[src/rtl/spram_pkg.sv]
// Shared SPRAM geometry and read-side FSM state type, used by the reader,
// the writer-side blocks and the top-level port mux.
package spram_pkg;
  localparam int SPRAM_WIDTH = 16;
  localparam int SPRAM_DEPTH = 16384;
  localparam int SPRAM_ADDRW = $clog2(SPRAM_DEPTH);

  typedef enum logic [1:0] {IDLE, READ, DRAIN, DONE} rd_state_t;
endpackage

[src/rtl/stream_fifo3.sv]
// Three-entry synchronous FIFO that absorbs SPRAM read latency and downstream
// backpressure. Storage is not reset; only pointers and count are.
module stream_fifo3 #(
  parameter int WIDTH = 16
) (
  input  logic             clk,
  input  logic             rst,
  input  logic             push,
  input  logic [WIDTH-1:0] push_data,
  input  logic             pop,
  output logic [WIDTH-1:0] head_data,
  output logic             head_valid,
  output logic [1:0]       count
);
  logic [WIDTH-1:0] mem_q [3];
  logic [1:0]       rd_ptr;
  logic [1:0]       wr_ptr;
  logic             do_pop;

  function automatic logic [1:0] ptr_inc(input logic [1:0] p);
    return (p == 2'd2) ? 2'd0 : p + 2'd1;
  endfunction

  assign do_pop     = pop && (count != 2'd0);
  assign head_valid = (count != 2'd0);
  assign head_data  = mem_q[rd_ptr];

  always_ff @(posedge clk) begin
    if (rst) begin
      rd_ptr <= 2'd0;
      wr_ptr <= 2'd0;
      count  <= 2'd0;
    end else begin
      if (push)   wr_ptr <= ptr_inc(wr_ptr);
      if (do_pop) rd_ptr <= ptr_inc(rd_ptr);
      case ({push, do_pop})
        2'b10:   count <= count + 2'd1;
        2'b01:   count <= count - 2'd1;
        default: count <= count;
      endcase
    end
  end

  always_ff @(posedge clk) begin
    if (push) mem_q[wr_ptr] <= push_data;
  end
endmodule

[src/rtl/spram_stream_reader.sv]
// Streams a contiguous (wrapping) range of SPRAM words out as a valid/ready
// stream, issuing reads on a credit basis so the 3-entry FIFO never overflows.
module spram_stream_reader
  import spram_pkg::*;
#(
  parameter int WIDTH = SPRAM_WIDTH,
  parameter int DEPTH = SPRAM_DEPTH,
  parameter int ADDRW = $clog2(DEPTH)
) (
  input  logic             clk,
  input  logic             rst,
  input  logic             start,
  input  logic [ADDRW-1:0] base_addr,
  input  logic [ADDRW:0]   length,
  output logic             busy,
  output logic             done,
  output logic             mem_rd_en,
  output logic [ADDRW-1:0] mem_addr,
  input  logic [WIDTH-1:0] mem_rd_data,
  output logic [WIDTH-1:0] out_data,
  output logic             out_valid,
  input  logic             out_ready
);
  rd_state_t        state_q, state_d;
  logic [ADDRW-1:0] addr_q;
  logic [ADDRW:0]   len_q;
  logic [ADDRW:0]   issued_q;
  logic             vld_p1;
  logic [1:0]       fifo_count;
  logic             fifo_valid;
  logic [WIDTH-1:0] fifo_head;
  logic             issue;
  logic             pop;
  logic             last_issue;
  logic             drain_done;

  function automatic logic [ADDRW-1:0] addr_inc(input logic [ADDRW-1:0] a);
    return (a == ADDRW'(DEPTH - 1)) ? '0 : a + 1'b1;
  endfunction

  // Credit check uses only registered state, so out_ready never reaches the read port.
  assign issue      = (state_q == READ) &&
                      (({1'b0, fifo_count} + {2'b00, vld_p1}) < 3'd3);
  assign pop        = fifo_valid && out_ready;
  assign last_issue = issue && ((issued_q + 1'b1) == len_q);
  assign drain_done = (issued_q == len_q) && !vld_p1 &&
                      (fifo_count == 2'd1) && pop;

  always_comb begin
    state_d = state_q;
    case (state_q)
      IDLE:    if (start) state_d = (length == '0) ? DONE : READ;
      READ:    if (last_issue) state_d = DRAIN;
      DRAIN:   if (drain_done) state_d = DONE;
      DONE:    state_d = IDLE;
      default: state_d = IDLE;
    endcase
  end

  // p0: issue stage; p1: SPRAM returns data for the read issued last cycle
  always_ff @(posedge clk) begin
    if (rst) begin
      state_q  <= IDLE;
      addr_q   <= '0;
      len_q    <= '0;
      issued_q <= '0;
      vld_p1   <= 1'b0;
    end else begin
      state_q <= state_d;
      vld_p1  <= issue;
      if ((state_q == IDLE) && start) begin
        addr_q   <= base_addr;
        len_q    <= length;
        issued_q <= '0;
      end else if (issue) begin
        addr_q   <= addr_inc(addr_q);
        issued_q <= issued_q + 1'b1;
      end
    end
  end

  stream_fifo3 #(
    .WIDTH (WIDTH)
  ) u_fifo (
    .clk        (clk),
    .rst        (rst),
    .push       (vld_p1),
    .push_data  (mem_rd_data),
    .pop        (pop),
    .head_data  (fifo_head),
    .head_valid (fifo_valid),
    .count      (fifo_count)
  );

  assign busy      = (state_q != IDLE);
  assign done      = (state_q == DONE);
  assign mem_rd_en = issue;
  assign mem_addr  = addr_q;
  assign out_valid = fifo_valid;
  assign out_data  = fifo_valid ? fifo_head : '0;
endmodule

[config.mk]
export PLATFORM = sky130hd
export DESIGN_NAME = spram_stream_reader
export DESIGN_NICKNAME = d
export VERILOG_FILES = /design/src/rtl/spram_pkg.sv /design/src/rtl/stream_fifo3.sv /design/src/rtl/spram_stream_reader.sv
export SDC_FILE = /design/constraint.sdc
export NUM_CORES = 1
export LEC_CHECK = 0
export ABC_CLOCK_PERIOD_IN_PS = 2700
export CAP_MARGIN = 20
export CORE_MARGIN = 5
export CORE_UTILIZATION = 53
export DETAILED_ROUTE_END_ITERATION = 7
export PLACE_DENSITY_LB_ADDON = 0.1
export SETUP_SLACK_MARGIN = 0.15
export SLEW_MARGIN = 15
export SYNTH_ARGS = -nofsm -noshare
export SYNTH_HDL_FRONTEND = slang
export SYNTH_SLANG_ARGS = --single-unit
[constraint.sdc]
create_clock -name clk -period 2.7 [get_ports clk]
set_input_delay 0.54 -clock clk [delete_from_list [all_inputs] [get_ports clk]]
set_output_delay 0.54 -clock clk [all_outputs]
set_load 0.02 [all_outputs]
# == Yosys cells after proc, flatten, opt, wreduce, memory -nomap -nowiden ==
# Memory sizes are Yosys's and may differ from the RTL's. A register that Yosys moved wholly into a read port is not among the register bits.
# Index checks and enable logic that the tools add are counted.
# classes
n_eq_ne,14
reduce_logical,17
order_cmp,1
n_mux,16
add_sub_neg,7
# ops
operator,n
two-way mux 14 bit,3
== test 15 bit,2
two-way mux 16 bit,1
two-way mux 2 bit,8
adder 15 x 1 -> 15 bit (second input constant),1
logical NOT 15 bit,1
adder 14 x 1 -> 14 bit (second input constant),1
== test 14 bit (second input constant),1
== test 2 bit (second input constant),5
logical AND 1 bit,8
case mux 2 bit (4 select lines),1
nonzero test 2 bit,4
adder 2 x 1 -> 2 bit (second input constant),3
== test 2 x 1 -> 1 bit (second input constant),3
!= test 2 bit (second input constant),3
case mux 2 bit (2 select lines),1
adder 2 x 1 -> 3 bit,1
< comparator 3 x 2 -> 1 bit (second input constant),1
AND reduction 3 bit,1
logical NOT 2 bit,1
two-way mux 1 bit,2
OR reduction 2 bit,1
subtractor 2 x 1 -> 2 bit (second input constant),1
logical NOT 1 bit,1
# totals
reg_bits,53
mem_bits_rw,48
input_bits,49
memories,1
# memory_table
name,depth,width,read_ports,rd_clocked_by_memory_dff,wr,line,rtl
u_fifo.mem_q,3,16,1,1,1,stream_fifo3.sv:15,logic [WIDTH-1:0] mem_q [3];

# == Longest topological paths before layout ==
# Gate-level depths: netlist of run 1.
# depth
ltp_word,6
depth_mapped,10
ltp_nobuf,10

# == Hierarchy ==
# From an unflattened synthesis of run 1, not the netlist that was laid out.
# unflattened
cells_unflattened,512
hier_area_um2,5008.6
# by_module_without_submodules
module,instances,seq_area_each_um2,area_each_um2,cells_per_inst
spram_stream_reader,1,940.9,2932.8,378
stream_fifo3,1,1601.5,2075.7,134

# == Worst setup path before layout of run 1 ==
# Ideal clock, no wire load.
# synth_path
path_kind,reg2reg
from,reg u_fifo.count[0]
to,"reg addr_q[13], in the netlist mem_addr[13]"
period_less_slack_ps,2299
path_stages_with_launch,11
n_path_buf,0
slack_ps,401
arrival_time_ps,2225
setup_ps,74
path_cell_list,dfxtp_1 -> ha_1 -> ha_1 -> nand2_1 -> nand3b_1 -> clkinv_1 -> nor2_1 -> nor2_1 -> nand2_1 -> or3_1 -> a31oi_1
# synth_via
elab_chain_cells,4
# synth_lines
item,line,rtl
from (decl),stream_fifo3.sv:13,output logic [1:0] count
from (signal assigned),stream_fifo3.sv:37,2'b10: count <= count + 2'd1;
from (signal assigned),stream_fifo3.sv:38,2'b01: count <= count - 2'd1;
from (signal assigned),stream_fifo3.sv:39,default: count <= count;
adder 2 x 1 -> 3 bit,spram_stream_reader.sv:43,"(({1'b0, fifo_count} + {2'b00, vld_p1}) < 3'd3);"
< comparator 3 x 2 -> 1 bit,spram_stream_reader.sv:43,
logical AND 1 bit,spram_stream_reader.sv:42,assign issue = (state_q == READ) &&
net mem_rd_en,spram_stream_reader.sv:17,"output logic mem_rd_en,"
nonzero test 2 bit (no source line),--,
to (signal assigned),spram_stream_reader.sv:72,addr_q <= base_addr;
to (signal assigned),spram_stream_reader.sv:76,addr_q <= addr_inc(addr_q);
to (decl),spram_stream_reader.sv:25,logic [ADDRW-1:0] addr_q;
# The timed path passes the listed nets, and every way through them passes these cells.
# A chain may end at the register's enable or synchronous reset.

==> results.json, run 1 <==
{
  "r2r_cells": 8,
  "path_class": "reg -> out",
  "setup_viol": 0,
  "cap_violations": 0,
  "hp-start": "len_q[0]",
  "r2r-start": "issued_q[1]",
  "syn-instance-count": 504,
  "clock_skew_ns": 0.0154,
  "routed_via_density": 5.56,
  "placed_cells": 684,
  "synthDominantCellAreaShare": 0.294,
  "ys_ff_latch": 103,
  "min_path_cells": 2,
  "grt_pass1_vias": 3799,
  "peakVddDrop_v": 0.000470,
  "grt-ovfl-total": 0,
  "yosysWarnings": 0,
  "holdPathEnd": "len_q[0]",
  "max-slew-margin-rel": 0.569,
  "drt-met1-wl_um": 4970,
  "drc": 0,
  "root_buffer": "clkbuf_8",
  "synth_seq_area_share": 0.519,
  "dr_wl_met2_um": 5350,
  "yosysMostFrequentCell": "nand2_1",
  "hp-class": "reg -> reg",
  "cts_made_buffers": 9,
  "yosys.area.top_type": "edfxtp_1",
  "worst-path-buf-inv": 2,
  "num_vias": 3901,
  "gp_congestion": 0.865,
  "cp_slowest_cell": "clkdlybuf4s50_1",
  "pin_count": 83,
  "drive_gt1_frac": 0.0846,
  "wirelength_um": 11100,
  "track_usage": 0.196,
  "cts_tree": "yes",
  "first_pass_iters": 5,
  "instances_no_fill": 702,
  "arrival_ns": 1.93,
  "clock_path_buffers": 2,
  "start_kind": "flop",
  "r2r-end": "state_q[0]",
  "dieHeight_um": 106,
  "hold_violations": 0,
  "worstMarginPinSlew_ns": 0.646,
  "synth_ff_type": "dfxtp_1",
  "period_minus_slack_ns": 2.47,
  "path_common_cell": "nor2_1",
  "antennaDiodeCount": 0,
  "tns_ns": 0,
  "max_freq_mhz": 406,
  "synthTopCellsByCount": "nand2_1 (69), nor2_1 (64), dfxtp_1 (55)",
  "clkSinkCount": 103,
  "routed.top_layer": "met4",
  "die-area_mm2": 0.0113,
  "die_w_um": 106,
  "p_per_area_mw_per_mm2": 825,
  "dpl.hpwl_um": 7840,
  "clock_latency_ns": 0.37,
  "yosys-top-cells-area": "edfxtp_1 (29%), dfxtp_1 (22%), a21oi_1 (5.3%)",
  "grt_pass1_wl_um": 18000,
  "rsz0062_at_grt": "no",
  "synth_edf_count": 48,
  "cpLargestDelayFamily": "buffers and inverters",
  "clk_pin_slew_ns": 0.11,
  "cpPeakStageDelay_ns": 0.54,
  "synth_nets": 565,
  "antenna_found_initial": 0,
  "outcome": "complete, no violations",
  "route.met3.wl_um": 478,
  "drt_iter0_drc": 190,
  "core_mm2": 0.00911,
  "postLayoutCoreUtil": 0.671,
  "syn_to_final_growth_pct": 24.8,
  "cp.required_ns": 2.16,
  "syn_area_mm2": 0.00490,
  "async_flop_share": 0,
  "rrSetupSlack_ns": 0.32,
  "postRouteAntennaNets": 0,
  "worstSetupEndpointType": "primary output",
  "cp_max_fo": 16,
  "period_share": 0.913,
  "io_buffers": 82,
  "start_util": 0.538,
  "cellLeakagePower_nw": 2.26,
  "fin_nets": 647,
  "crit_chain": "buf_8 -> mux2i_1 -> nor2_1 -> a21oi_1 -> nor2_1 -> clkdlybuf4s50_1",
  "ys_types": 54,
  "rows": 35,
  "h-tree-depth": 3,
  "grt_max_degree": 39,
  "wl_per_cell_um": 15.8,
  "syn_avg_cell_area_um2": 9.72,
  "maxSlewViolCount": 0
}
[report_power, final]
group	switching (W)	internal, W	leakage, nW
logic	0.00122	0.000931	1.29
clock network	0.000568	0.000351	0.0854
registers	0.000154	0.00182	0.883
total	0.00194	0.00311	2.26
[through the flow]
| stage | power (W) | worst slack [ns] | cell area (um^2) | hold slack (ns) |
|---|---|---|---|---|
| global placement | 0.00406 | 0.371 | 5850 | 0.458 |
| detailed placement | 0.00412 | 0.220 | 5850 | 0.465 |
| finish | 0.00505 | 0.234 | 6110 | 0.473 |
| global route | 0.00535 | 0.0982 | 6110 | 0.504 |
| CTS | 0.00503 | 0.177 | 6040 | 0.478 |
| floorplan | 0.00329 | 0.401 | 4900 | 0.448 |
[cell usage in the layout (no fill, tap or decap), types with 3 or more instances in the layout]
master	n
clkdlybuf4s50_1	72
nand2_1	69
nor2_1	64
dfxtp_1	54
a21oi_1	52
edfxtp_1	48
xor2_1	20
o21ai_0	19
mux2i_1	16
inv_1	14
xnor2_1	13
buf_4	12
ha_1	10
nand3_1	9
clkbuf_8	9
dlymetal6s2s_1	9
or3_1	8
nor4_1	8
a31oi_1	6
nor3_1	5
a211oi_1	5
a32oi_1	4
nand4_1	4
and3_1	3
nor2b_1	3
nand2b_1	3
or3_2	3
nor3b_1	3
[final cells by class]
cell class / count / area (um^2)
clock buffers: 10 / 128
well taps: 111 / 139
flip-flops and latches: 103 / 2540
clock inverters: 6 / 52.6
inverters: 15 / 56.3
multi-input cells: 361 / 2240
repair buffers: 96 / 958
fillers: 766 / 3000
[worst max-delay path by stage]
stage / from / to / slack, ns / depth (start not counted)
after floorplan: u_fifo.count[0] / mem_addr[13] / 0.40 / 10
after CTS: flop / out_data[13] / 0.18 / 6
after detailed placement: issued_q[0] / state_q[0] / 0.22 / 8
after global placement: u_fifo.count[0] / issued_q[9] / 0.37 / 8
after global routing: issued_q[8] / state_q[1] / 0.1 / 7
final: flop / out_data[14] / 0.23 / 6
[what timing repair did]
item                                    4_1_cts  5_1_grt
gates resized for setup                       3       17
endpoints found under the setup margin       18       16
buffers inserted                              0        2
pin swaps                                     0        1
hold buffers                                  0        0
[worst reg2reg max path, delay by kind of cell (launching register included)]
family,cells,cell delay [ns]
simple gates,3,0.80
compound gates,4,0.76
flops,1,0.45
fa+ha+maj,1,0.28
[state kept, by name (all words and copies together) (netlist names), named ones only]
signal,count
u_fifo.mem_q,48
issued_q,15
len_q,15
mem_addr,14
state_q,2
u_fifo.count,2
u_fifo.rd_ptr,2
u_fifo.wr_ptr,2
vld_p1,1
[cells by family after synthesis]
| family | count (synthesis) | share of synthesized area |
|---|---|---|
| buffers and inverters | 40 | 0.0329 |
| AND/OR/NAND/NOR | 198 | 0.194 |
| XOR/XNOR | 33 | 0.0590 |
| flip-flops | 103 | 0.519 |
| AO/OA/AOI/OAI | 102 | 0.132 |
| multiplexers | 16 | 0.0327 |
| adder cells (fa/ha/maj) | 12 | 0.0306 |
[layer usage]
metal / vias up / track usage
met5: - / 0
met4: 0 / 0.0796
met3: 25 / 0.0316
met2: 108 / 0.327
met1: 1820 / 0.255
li1: 1948 / -
(Power assumes the default switching activity.)
==> run 2: changes to the inputs <==
Settings changed: CAP_MARGIN 20 to 25.
==> results of run 2 <==
Final layout, timing and power as in run 1 (identical DEF).
